==> config.mk <==
export PLATFORM = sky130hd
export DESIGN_NAME = e_door_ctrl
export DESIGN_NICKNAME = d
export VERILOG_FILES = /design/src/rtl/e_door_ctrl.sv
export SDC_FILE = /design/constraint.sdc
export NUM_CORES = 1
export LEC_CHECK = 0
export ABC_CLOCK_PERIOD_IN_PS = 2500
export CORE_MARGIN = 2
export CORE_UTILIZATION = 38
export CTS_CLUSTER_SIZE = 16
export DETAILED_ROUTE_END_ITERATION = 12
export HOLD_SLACK_MARGIN = 0.06
export SKIP_LAST_GASP = 1
export SLEW_MARGIN = 25
export SYNTH_ARGS = -nofsm -noshare
export SYNTH_HDL_FRONTEND = slang
export SYNTH_SLANG_ARGS = --single-unit
==> constraint.sdc <==
create_clock -name clk -period 2.5 [get_ports clk]
set_clock_uncertainty 0.15 [all_clocks]
set_input_delay 0.5 -clock clk [delete_from_list [all_inputs] [get_ports clk]]
set_output_delay 0.5 -clock clk [all_outputs]
set_load 0.05 [all_outputs]
==> src/rtl/e_door_ctrl.sv <==
// e_door_ctrl: elevator door controller and thermometer-bar animator.
// Define E_DOOR_NUDGE_EN to add nudge-mode closing after repeated obstructions.
//
// Ports:
//   clk, rst_n          clock, async active-low reset
//   open_req            level open request (beats close_req)
//   close_req           level early-close request
//   obstruct            door-path obstruction sensor
//   door[SEGS]          thermometer bar, MSB fills first, all-ones = closed
//   pos[PW]             closed segment count, 0..SEGS
//   is_open/is_closed   registered state flags
//   moving              OPENING or CLOSING
//   done                one-cycle pulse on OPEN/CLOSED entry
//   nudge               nudge-mode close in progress
module e_door_ctrl #(
  parameter int SEGS       = 4,
  parameter int STEP_DIV   = 1,
  parameter int DWELL      = 8,
  parameter int REOPEN_MAX = 3,
  localparam int PW        = $clog2(SEGS + 1)
) (
  input  logic          clk,
  input  logic          rst_n,
  input  logic          open_req,
  input  logic          close_req,
  input  logic          obstruct,
  output logic [SEGS-1:0] door,
  output logic [PW-1:0] pos,
  output logic          is_open,
  output logic          is_closed,
  output logic          moving,
  output logic          done,
  output logic          nudge
);

  localparam logic [1:0] ST_CLOSED  = 2'd0;
  localparam logic [1:0] ST_OPENING = 2'd1;
  localparam logic [1:0] ST_OPEN    = 2'd2;
  localparam logic [1:0] ST_CLOSING = 2'd3;

  // Prescaler is wide enough for the doubled nudge period.
  localparam int PSW = $clog2(2 * STEP_DIV);
  localparam int DW  = $clog2(DWELL + 1);

  localparam logic [PW-1:0]  POS_FULL = PW'(SEGS);
  localparam logic [PW-1:0]  POS_PEN  = PW'(SEGS - 1);
  localparam logic [PW-1:0]  POS_ONE  = PW'(1);
  localparam logic [DW-1:0]  DWELL_V  = DW'(DWELL);
  localparam logic [DW-1:0]  DW_ONE   = DW'(1);
  localparam logic [PSW-1:0] LIM_N    = PSW'(STEP_DIV - 1);
  localparam logic [PSW-1:0] PS_ONE   = PSW'(1);

  logic [1:0]     state_q, state_d;
  logic [PW-1:0]  pos_q, pos_d;
  logic [PSW-1:0] presc_q, presc_d;
  logic [DW-1:0]  dwell_q, dwell_d;
  logic           is_open_q, is_closed_q;
  logic           moving_q, done_q;

  logic [PSW-1:0] tick_lim;
  logic           tick;
  logic           obs_eff;
  logic           enter;

`ifdef E_DOOR_NUDGE_EN
  localparam int RW = (REOPEN_MAX < 1) ? 1 : $clog2(REOPEN_MAX + 1);
  localparam logic [RW-1:0]  RMAX  = RW'(REOPEN_MAX);
  localparam logic [RW-1:0]  R_ONE = RW'(1);
  localparam logic [PSW-1:0] LIM_S = PSW'(2 * STEP_DIV - 1);

  logic          nudge_q, nudge_d;
  logic [RW-1:0] rcnt_q, rcnt_d;

  // Nudge halves the step rate and makes the door deaf to obstruct.
  assign tick_lim = nudge_q ? LIM_S : LIM_N;
  assign obs_eff  = obstruct & ~nudge_q;
  assign nudge    = nudge_q;
`else
  logic unused_reopen;

  assign tick_lim      = LIM_N;
  assign obs_eff       = obstruct;
  assign nudge         = 1'b0;
  assign unused_reopen = |REOPEN_MAX;
`endif

  assign tick  = (presc_q == tick_lim);
  assign enter = (state_d != state_q);

  always_comb begin
    state_d = state_q;
    pos_d   = pos_q;
    dwell_d = dwell_q;
    presc_d = presc_q;
    unique case (state_q)
      ST_CLOSED: begin
        if (open_req) state_d = ST_OPENING;
      end
      ST_OPENING: begin
        if (tick) begin
          if (pos_q <= POS_ONE) begin
            pos_d   = '0;
            state_d = ST_OPEN;
            dwell_d = DWELL_V;
          end else begin
            pos_d = pos_q - POS_ONE;
          end
        end
      end
      ST_OPEN: begin
        if (open_req || obs_eff) begin
          dwell_d = DWELL_V;
        end else if (close_req) begin
          state_d = ST_CLOSING;
        end else if (tick) begin
          if (dwell_q <= DW_ONE) state_d = ST_CLOSING;
          else dwell_d = dwell_q - DW_ONE;
        end
      end
      ST_CLOSING: begin
        // A reversal beats the step, even on the arrival tick.
        if (open_req || obs_eff) begin
          state_d = ST_OPENING;
        end else if (tick) begin
          if (pos_q >= POS_PEN) begin
            pos_d   = POS_FULL;
            state_d = ST_CLOSED;
          end else begin
            pos_d = pos_q + POS_ONE;
          end
        end
      end
      default: begin
        state_d = ST_CLOSED;
        pos_d   = POS_FULL;
      end
    endcase
    if (enter && state_d == ST_CLOSED) dwell_d = '0;
    // Every state entry restarts the step period.
    if (enter) presc_d = '0;
    else if (state_q != ST_CLOSED) presc_d = tick ? '0 : presc_q + PS_ONE;
  end

  always_ff @(posedge clk or negedge rst_n) begin
    if (!rst_n) begin
      state_q     <= ST_CLOSED;
      pos_q       <= POS_FULL;
      presc_q     <= '0;
      dwell_q     <= '0;
      is_open_q   <= 1'b0;
      is_closed_q <= 1'b1;
      moving_q    <= 1'b0;
      done_q      <= 1'b0;
    end else begin
      state_q     <= state_d;
      pos_q       <= pos_d;
      presc_q     <= presc_d;
      dwell_q     <= dwell_d;
      is_open_q   <= (state_d == ST_OPEN);
      is_closed_q <= (state_d == ST_CLOSED);
      moving_q    <= (state_d == ST_OPENING) ||
                     (state_d == ST_CLOSING);
      done_q      <= enter &&
                     ((state_d == ST_OPEN) ||
                      (state_d == ST_CLOSED));
    end
  end

`ifdef E_DOOR_NUDGE_EN
  always_comb begin
    nudge_d = nudge_q;
    rcnt_d  = rcnt_q;
    // In CLOSING an effective obstruct always reverses the door.
    if (state_q == ST_CLOSING && obs_eff && rcnt_q != RMAX)
      rcnt_d = rcnt_q + R_ONE;
    if (enter && state_d == ST_CLOSING && rcnt_q >= RMAX)
      nudge_d = 1'b1;
    if (enter && state_d == ST_CLOSED) begin
      nudge_d = 1'b0;
      rcnt_d  = '0;
    end
  end

  always_ff @(posedge clk or negedge rst_n) begin
    if (!rst_n) begin
      nudge_q <= 1'b0;
      rcnt_q  <= '0;
    end else begin
      nudge_q <= nudge_d;
      rcnt_q  <= rcnt_d;
    end
  end
`endif

  always_comb begin
    door = '0;
    for (int i = 0; i < SEGS; i++)
      door[SEGS-1-i] = (i < int'(pos_q));
  end

  assign pos       = pos_q;
  assign is_open   = is_open_q;
  assign is_closed = is_closed_q;
  assign moving    = moving_q;
  assign done      = done_q;

endmodule
==> results.py <==
metrics = {
    "outcome": {
        "status": "complete, no violations",
    },
    "logic_synthesis": {
        "synth_cells": 81,
        "syn-num-nets": 91,
        "synth.cell_area_um2": 740.7,
        "ys_ff_latch": 12,
        "synth_seq_area_share_pct": 40.88,
        "synth.distinct_cells": 34,
        "syn_avg_cell_area_um2": 9.145,
        "yosysWarningCount": 0,
    },
    "pwr": {
        "finalPower_w": 0.001384,
        "p_leak_nw": 0.4101,
        "ir_worst_vdd_mv": 0.7354,
        "power.density_nw_per_um2": 1470,
    },
    "clock_network": {
        "cts_resized": 0,
        "cts_buffers": 3,
        "h-tree-depth": 1,
        "postCtsHoldBufs": 0,
        "clk_pin_slew_ns": 0.07,
        "cts-root-buf": "clkbuf_4",
        "cts_tree": "yes",
        "clock_latency_ns": 0.27,
        "cts.path.max_buffers": 2,
        "clkSinkCount": 12,
        "postCtsSetupRepairBufs": 0,
    },
    "layout": {
        "fin_util_pct": 52.77,
        "final_layout_size_suffix_gt1_share_pct": 11.34,
        "nets": 108,
        "diodes": 0,
        "areaGrowthSynthToFinish_pct": 27.03,
        "final_common_cell": "clkdlybuf4s50_1",
        "fin_area_um2": 940.9,
        "mostFrequentLayoutCells": "clkdlybuf4s50_1, dfrtp_1, nor2_1, nand2_1, inv_1",
    },
    "timing": {
        "period_minus_slack_ns": 2.333,
        "hold_viol_final": 0,
        "fmax_mhz": 428.7,
        "finalCritPeriodShare_pct": 93.31,
        "tns_ns": 0,
        "maxSlewHeadroom_pct": 65.52,
        "whs_ns": 0.4175,
        "rsz0062_at_grt": "no",
        "drv_slew": 0,
        "setup_viol": 0,
        "tightest_slew_ns": 0.5156,
    },
    "global_routing": {
        "grt-ovfl-total": 0,
        "grt_usage_pct": 16.78,
        "grt_pass1_vias": 601,
        "antenna_found_initial": 0,
        "grt_pass1_wl_um": 2649,
        "grt_start_max_net_pins": 13,
    },
    "routing": {
        "drt_iter0_markers": 17,
        "ant_nets": 0,
        "num_vias": 655,
        "first_pass_iters": 4,
        "wl_per_cell_um": 12.55,
        "avgViaCountPerCell": 5.369,
        "drc": 0,
        "wl_um": 1531,
    },
    "worst_hold_path": {
        "min_path_type": "in -> async",
    },
    "worst_setup_path": {
        "critPathSlowestCell": "clkdlybuf4s50_1",
        "crit_chain": "clkdlybuf4s50_1",
        "arrival_ns": 1.68,
        "worstPathRequired_ns": 1.85,
        "r2r_setup_slack_ns": 0.65,
        "crit_type": "reg -> out",
        "worst-path-buf-inv": 1,
        "critPathCaptureType": "output pin",
        "critPathTopFamily": "buffers and inverters",
        "critical-path-max-stage-delay_ns": 0.82,
        "crit_path_start_kind": "flip-flop",
        "critical_path.max_fanout": 7,
    },
    "die": {
        "die_h_um": 48.15,
        "die_w_um": 48.15,
        "fp-row-count": 15,
        "design.core.area_um2": 1783,
        "die_area_um2": 2318,
        "initial_utilization_pct": 41.54,
        "io_pins": 17,
    },
    "placement": {
        "placed_area_um2": 904.6,
        "dpl.hpwl_um": 1190,
        "io_buffers": 15,
        "place.gp.congestion": 0.7536,
    },
    "flow_run": {
        "cap_violations": 0,
    },
}
## where the power goes
part           internal [W]  switching [W]
clock             0.0000885      0.0000605
combinational      0.000305       0.000572
sequential         0.000275      0.0000818
## Yosys cell counts, drive strengths merged
master,n,share of area [%]
nor4,1,0.85
nand3b,1,1.0
nand4,1,0.85
o21ai,5,3.4
dfstp,2,7.1
a31oi,3,2.5
nor2,8,4.1
inv,6,3.0
nand3,4,2.7
o21bai,2,2.0
or3,1,0.85
o2bb2ai,1,1.2
a21boi,1,1.0
o2111ai,1,1.2
clkbuf,1,0.51
nor3b,2,2.0
o211a,1,1.4
or4b,1,1.9
a211o,1,1.2
nor3,3,2.0
nand2,7,3.5
a2111oi,2,2.4
a32oi,1,1.2
or2,2,1.7
conb,1,0.51
buf,3,3.5
and4bb,1,1.7
a21oi,1,0.68
dfrtp,10,34
nand2b,1,0.85
ha,5,8.4
o31ai,1,1.0
## registers in the layout (all words and copies together) (netlist names)
signal / flops
moving: 1
dwell_q: 4
is_open: 1
done: 1
pos: 3
state_q: 1
is_closed: 1
## area by class of cell
cell class	count	area, um2
fill	176	842.1
multi-input combinational	59	385.4
sequential	12	302.8
timing repair buffer	16	162.7
clock buffer	4	36.28
tap	25	31.28
inverter	6	22.52
## per-layer routing
metal	GRT usage, %	vias up	wire length [um]
met5	0	-	0
met4	7.027	0	18
met3	5.556	4	77
met2	23.95	23	690
met1	23.17	301	744
li1	-	327	-
## metrics by stage
stage          setup slack [ns]  cells
4_1_cts                  0.1549    122
6_report                 0.1672    122
3_3_place_gp             0.1556    118
5_1_grt                  0.1049    122
2_1_floorplan            0.2657     81
3_5_place_dp             0.1204    118
## final timing paths
path,startpoint,end,cells after the start
max in group asynchronous,rst_n,is_closed,1
min in group clk,pos[2],pos[2],2
worst min-delay path,rst_n,dwell_q[2],1
worst min register to register,pos[2],pos[2],2
worst max-delay path,pos[2],door[0],1
worst max register to register,moving,dwell_q[0],5
## worst reg2reg max path: cells and delay by family (launching register included)
family / cells / cell delay (ns)
DFF: 1 / 0.38
AOI/OAI and AO/OA: 2 / 0.45
buffers and inverters: 1 / 0.16
and+or+nand+nor: 2 / 0.65
## cells by family (layout without fill, tap and decap cells)
family,Yosys count,after routing,share of synthesized area (%)
other,1,1,0.5063
AOI/OAI and AO/OA,20,20,19.09
and+or+nand+nor,33,33,23.99
DFF,12,12,40.88
adders and majority gates,5,5,8.446
buffers and inverters,10,26,7.093
Note: power is estimated with default switching activity, not from simulation.
